--- src/rtl/test_reporter_pkg.sv ---
// Shared definitions for the test reporter: register offsets, frame constants
// and the serialiser state encoding.
package test_reporter_pkg;

    localparam logic [31:0] CTRL_OFF    = 32'h0000_0000;
    localparam logic [31:0] TESTNUM_OFF = 32'h0000_0004;
    localparam logic [31:0] STATUS_OFF  = 32'h0000_0008;
    localparam logic [31:0] DIV_OFF     = 32'h0000_000C;

    localparam logic [7:0] SYNC_BYTE = 8'hA5;
    localparam logic [2:0] FRAME_LEN = 3'd6;

    typedef enum logic [1:0] {
        ST_IDLE  = 2'd0,
        ST_START = 2'd1,
        ST_DATA  = 2'd2,
        ST_STOP  = 2'd3
    } tx_state_e;

    // A bit time below two cycles is not meaningful, so small divisors are clamped.
    function automatic logic [15:0] eff_div(input logic [15:0] div);
        logic [15:0] res;
        if (div < 16'd2) begin
            res = 16'd2;
        end else begin
            res = div;
        end
        return res;
    endfunction

endpackage

--- src/rtl/test_reporter_uart_tx_byte.sv ---
// 8N1 byte serialiser. A new byte offered during the last stop-bit cycle is
// accepted directly, so consecutive bytes leave without an idle gap.
module uart_tx_byte
    import test_reporter_pkg::*;
(
    input  logic        clk,
    input  logic        rst,
    input  logic [7:0]  byte_i,
    input  logic        valid_i,
    output logic        ready_o,
    input  logic [15:0] div_i,
    output logic        tx_o
);

    tx_state_e   state_r;
    logic [15:0] cnt_r;
    logic [15:0] div_r;
    logic [2:0]  bit_r;
    logic [7:0]  sh_r;
    logic        tx_r;
    logic        bit_end_s;

    // Bit-period end detection and handshake readiness.
    always_comb begin
        bit_end_s = (cnt_r == (div_r - 16'd1));
        if (state_r == ST_IDLE) begin
            ready_o = 1'b1;
        end else if (state_r == ST_STOP) begin
            ready_o = bit_end_s;
        end else begin
            ready_o = 1'b0;
        end
    end

    // Bit sequencing FSM; tx_r is the only driver of the serial line.
    always_ff @(posedge clk or posedge rst) begin
        if (rst) begin
            state_r <= ST_IDLE;
            tx_r    <= 1'b1;
            cnt_r   <= 16'd0;
            div_r   <= 16'd0;
            bit_r   <= 3'd0;
            sh_r    <= 8'd0;
        end else begin
            case (state_r)
                ST_IDLE: begin
                    if (valid_i) begin
                        sh_r    <= byte_i;
                        div_r   <= div_i;
                        cnt_r   <= 16'd0;
                        bit_r   <= 3'd0;
                        tx_r    <= 1'b0;
                        state_r <= ST_START;
                    end
                end
                ST_START: begin
                    if (bit_end_s) begin
                        cnt_r   <= 16'd0;
                        bit_r   <= 3'd0;
                        tx_r    <= sh_r[0];
                        state_r <= ST_DATA;
                    end else begin
                        cnt_r <= cnt_r + 16'd1;
                    end
                end
                ST_DATA: begin
                    if (bit_end_s) begin
                        cnt_r <= 16'd0;
                        if (bit_r == 3'd7) begin
                            tx_r    <= 1'b1;
                            state_r <= ST_STOP;
                        end else begin
                            bit_r <= bit_r + 3'd1;
                            sh_r  <= {1'b0, sh_r[7:1]};
                            tx_r  <= sh_r[1];
                        end
                    end else begin
                        cnt_r <= cnt_r + 16'd1;
                    end
                end
                ST_STOP: begin
                    if (bit_end_s) begin
                        cnt_r <= 16'd0;
                        if (valid_i) begin
                            sh_r    <= byte_i;
                            div_r   <= div_i;
                            bit_r   <= 3'd0;
                            tx_r    <= 1'b0;
                            state_r <= ST_START;
                        end else begin
                            state_r <= ST_IDLE;
                        end
                    end else begin
                        cnt_r <= cnt_r + 16'd1;
                    end
                end
                default: begin
                    tx_r    <= 1'b1;
                    cnt_r   <= 16'd0;
                    state_r <= ST_IDLE;
                end
            endcase
        end
    end

    assign tx_o = tx_r;

endmodule

--- config.mk ---
export PLATFORM = sky130hd
export DESIGN_NAME = uart_tx_byte
export DESIGN_NICKNAME = d
export VERILOG_FILES = /design/src/rtl/test_reporter_pkg.sv /design/src/rtl/test_reporter_uart_tx_byte.sv
export SDC_FILE = /design/constraint.sdc
export NUM_CORES = 1
export LEC_CHECK = 0
export ABC_AREA = 1
export CORE_UTILIZATION = 55
export CTS_CLUSTER_DIAMETER = 120
export DETAILED_ROUTE_END_ITERATION = 12
export GPL_TIMING_DRIVEN = 1
export PLACE_DENSITY = 0.89
export SLEW_MARGIN = 20
export SYNTH_ARGS = -nofsm -noshare
export SYNTH_HDL_FRONTEND = slang
export SYNTH_SLANG_ARGS = --single-unit
--- constraint.sdc ---
create_clock -name clk -period 2.75 [get_ports clk]
set_input_delay 0.6875 -clock clk [delete_from_list [all_inputs] [get_ports clk]]
set_output_delay 0.6875 -clock clk [all_outputs]
set_load 0.1 [all_outputs]
Word-level counts from Yosys, hierarchy flattened
Index checks and enable logic that the tools add are counted.

Equal/unequal tests: 11. Muxes and demuxes: 32. Add/subtract/negate cells: 3. Reductions and logical operators: 9.

Operator list (number): 16-bit two-way mux (4); 16-bit one-hot mux with 2 select lines (2); 8-bit two-way mux (4); 8-bit one-hot mux with 3 select lines (1); 16-bit by 1-bit adder with 16-bit output, second input constant (1); 16-bit == test (1); 16-bit by 1-bit subtractor with 16-bit output, second input constant (1); 3-bit two-way mux (5); 2-bit != test, second input constant (6); 3-bit one-hot mux with 4 select lines (1); 2-bit two-way mux (5); 1-bit two-way mux (8); 2-bit one-hot mux with 4 select lines (1); 4-bit AND reduction (2); 5-bit AND reduction (1); 2-bit == test, second input constant (2); 1-bit one-hot mux with 4 select lines (1); 3-bit by 1-bit adder with 3-bit output, second input constant (1); 3-bit == test, second input constant (1); 3-bit AND reduction (1); 3-bit nonzero test (1); 3-bit OR reduction (1); 2-bit by 1-bit == test with 1-bit output, second input constant (1); 2-bit zero test (1); other kinds (2) (2).

Output and inout bits: 2. Flip-flop bits (word level): 46.

Logic depth before layout (Yosys ltp)
Depth in word-level cells: 4. Depth in mapped cells: 16.

Worst setup path before layout
OpenSTA, ideal clock, no wires.

Kind: register -> output. Start point: reg div_r[0]. End point: out ready_o. Buffers on the path: 0. Cell stages (with the launch flop): 13. Arrival: 3.697 ns. Path slack: -1.635 ns. Required time: 2.062 ns. Cells stage by stage: dfrtp_1 > inv_1 > ha_1 > nand3_4 > nor2_4 > nand2_2 > nand2_1 > nand2_1 > nor2_2 > nand3_2 > nor2_4 > nand2_4 > o21ai_0.

Word-level cells in the longest chain between the ends: 4.

RTL lines: start, declared (line test_reporter_uart_tx_byte.sv:17) `logic [15:0] div_r;`; start signal, assigned (line test_reporter_uart_tx_byte.sv:49) `div_r <= div_i;`; start signal, assigned (line test_reporter_uart_tx_byte.sv:86) `div_r <= div_i;`; 16-bit by 1-bit subtractor with 16-bit output (line test_reporter_uart_tx_byte.sv:25) `bit_end_s = (cnt_r == (div_r - 16'd1));`; 16-bit == test (line test_reporter_uart_tx_byte.sv:25); 1-bit two-way mux (line test_reporter_uart_tx_byte.sv:28) `end else if (state_r == ST_STOP) begin`; 1-bit two-way mux (line test_reporter_uart_tx_byte.sv:26) `if (state_r == ST_IDLE) begin`; end, declared (line test_reporter_uart_tx_byte.sv:10) `output logic ready_o,`.

Every way passes these cells.

Worst setup path after layout
Start point: reg div_r[8]. End point: out ready_o.

Same word-level chain as after synthesis.

==> impl_metrics.yaml <==
run_status:
  outcome: "finished with violations"
  violations: "negative setup slack"
route:
  ant_nets: 0
  drc: 0
  avgViaCountPerCell: 5.59
  drt_iter0_drc: 216
  vias: 3196
  wl_um: 8000
  routedWlPerCell_um: 14.0
  dr.pass1.iters: 5
timing:
  slew_headroom_pct: 59.2
  worst_pin_slew_ns: 0.610
  min_period_over_period_pct: 105
  holdWs_ns: 0.479
  setup_viol: 1
  worst_slack_ns: -0.126
  hold_viol: 0
  fin_setup_tns_ns: -0.126
  fmaxAchievable_ghz: 0.348
  min_period_ns: 2.88
  grt_setup_unrepaired: "yes"
  drv_slew: 0
  finClkSkew_ns: 0.00802
critical_path:
  crit_required_ns: 2.06
  crit_chain: "nor2_1 > nand2_1 > nor2_1 > nand3_1 > nand2_1 > nand4_2 > nor2_4 > nand2_4 > o21ai_4 > buf_12"
  end_kind: "output pin"
  r2r_slack_ns: 0.26
  path_class: "reg -> out"
  worst-path-max-fanout: 6
  critical_path.top_delay_family: "simple AND/OR/NAND/NOR gates"
  critPathLaunch: "div_r[8]$_DFFE_PP0P_"
  startpoint_type: "flip-flop"
  slowest_delay_ns: 0.49
  path_depth: 10
  reg2reg_depth: 12
  r2r-end: "cnt_r[11]$_DFFE_PP0P_"
  r2r_start: "div_r[1]$_DFFE_PP0P_"
  slowest_stage: "dfrtp_1"
  path_buf_inv: 1
  crit_end: "ready_o"
  crit_arrival_ns: 2.19
global_route:
  antenna_found_initial: 0
  grt_pass1_wl_um: 13900
  grt_pass1_vias: 3134
  globalRouteOverflowTotal: 0
  grt_use_total_pct: 28.3
  grt_max_degree: 47
placed_design:
  dp.cells: 548
  portBuffers: 28
  dp.final_hpwl_um: 5870
  place_ws_ns: 0.0881
  gp_congestion: 0.921
  placed_area_mm2: 0.00365
synth:
  syn_inst: 453
  mappedNetlistArea_mm2: 0.00328
  synth_mux_area_share_pct: 0
  async_flop_share_pct: 100
  synth_edf_count: 0
  synth_fp_nets: 489
  synth_compound_area_share_pct: 6.61
  synthDistinctLibCells: 42
  synth_fa_ha_area_share_pct: 3.44
  syn_avg_cell_area_um2: 7.23
  yosys_warnings: 0
  synth_common_cells: "160 x nand2_1, 51 x nand3_1, 48 x inv_1"
  yosys_register_bits: 46
  yosysTopAreaCellShare_pct: 34.4
  ys_top_cells_by_area: "dfrtp_1 34%, nand2_1 18%, nand3_1 7.8%"
  seq_area_frac_synth_pct: 35.2
  synth_top_family_by_area: "simple AND/OR/NAND/NOR gates"
  ys.flop_type: "dfrtp_1"
  netlist.top_cell.by_area: "dfrtp_1"
  yosysMostFrequentCell: "nand2_1"
  synth_xor_area_share_pct: 5.61
  synthSimpleGateAreaFrac_pct: 41.7
floorplanning:
  die_y_um: 79.2
  rows: 27
  initial_core_util_pct: 58.4
  dieArea_mm2: 0.00627
  dieWidth_um: 79.2
  core_mm2: 0.00561
  ios: 29
clocking:
  cts_tree: "built"
  cts-root-buf: "clkbuf_8"
  clock_path_buffers: 2
  clock_latency_ns: 0.31
  clock-sinks: 46
  htree_levels: 2
  cts_buffers: 5
  clk_pin_slew_worst_paths_ns: 0.09
final_layout:
  nFillCells: 456
  drive_above_1_share_pct: 16.0
  fin_cells: 572
  antennaDiodeCount: 0
  synthToLayoutAreaGrowth_pct: 19.3
  layout.nets: 535
  finish.utilization_pct: 69.7
  design_area_mm2: 0.00391
worst_hold_path:
  hp-class: "reg -> reg"
power_and_ir_drop:
  finalPower_mw: 4.06
  power-per-cell-area_mw_per_mm2: 1040
  power_leakage_nw: 1.95
  peakVddDrop_v: 0.000931
flow_run:
  max_cap_violations: 0
## worst reg2reg max path, delay by kind of cell, from the launching register on
family,cells,cell delay (ns)
flops,1,0.44
simple gates,7,0.80
compound gates,2,0.73
fa+ha+maj,1,0.14
buf+inv,2,0.23
## what timing repair did
action / 4_1_cts / 5_1_grt
gates resized for setup: 11 / 5
buffers inserted: 13 / 3
cloned: 0 / 0
hold buffers: 0 / 0
setup endpoints to repair: 1 / 1
hold endpoints to repair: 0 / 0
pin swaps: 10 / 5
## how the worst min path moves through the flow
stage	from	end	cells after the start
final	tx_o$_DFFE_PP1P_	tx_o$_DFFE_PP1P_	2
after global routing	tx_o$_DFFE_PP1P_	tx_o$_DFFE_PP1P_	2
after CTS	tx_o$_DFFE_PP1P_	tx_o$_DFFE_PP1P_	2
after detailed placement	sh_r[6]$_DFFE_PP0P_	sh_r[6]$_DFFE_PP0P_	2
after global placement	sh_r[7]$_DFFE_PP0P_	sh_r[7]$_DFFE_PP0P_	2
after floorplan	sh_r[1]$_DFFE_PP0P_	sh_r[1]$_DFFE_PP0P_	2
## kinds of logic after synthesis
group,count (synthesis)
flops,46
xor+xnor,21
buf+inv,59
simple gates,287
fa+ha+maj,9
compound gates,31
## area by class of cell
class | count | area (um^2) | area share [%]
inverter | 51 | 191 | 4.90
timing repair buffer | 47 | 430 | 11.0
clock buffer | 5 | 68.8 | 1.76
tap | 72 | 90.1 | 2.31
sequential | 46 | 1160 | 29.6
clock inverter | 3 | 23.8 | 0.608
multi-input combinational | 348 | 1950 | 49.8
## state kept, by name, summed over array words and instances, names as in the netlist
signal and flops:
bit_r 3, cnt_r 16, div_r 16, sh_r 8, state_r 2, tx_o 1
## report_power, final
part,switching (mW),internal (mW)
registers,0.271,0.903
clock network,0.261,0.182
logic,1.53,0.910
total,2.06,2.00
## layout by cell type (no fill, tap or decap), types with 2 or more instances in the layout
cell and n:
buf_4 20, nor3_1 6, clkdlybuf4s50_1 26, clkinvlp_4 2
nand2_4 4, a21oi_2 2, inv_1 45, ha_1 8
o21ai_0 7, nand3_4 2, nand3b_1 2, o22ai_1 12
nand3_1 50, xnor2_1 4, nand4_1 11, o21bai_1 2
inv_2 4, nor2_1 22, dfrtp_1 42, clkbuf_8 5
nor2_2 7, dfrtp_2 3, nand2_1 157, clkinv_1 2
o21ai_4 2, nand3_2 5, xor2_1 17, o21ai_1 2
nor2_4 6, nand2_2 8
## per-layer routing
metal  share of wire (%)  global-route usage, %
met3                 4.9                   5.06
met4                 2.2                   10.9
met2                  51                   48.0
met1                  42                   35.7
met5                   0                      0
No activity file was read; power rests on OpenSTA's default activity.
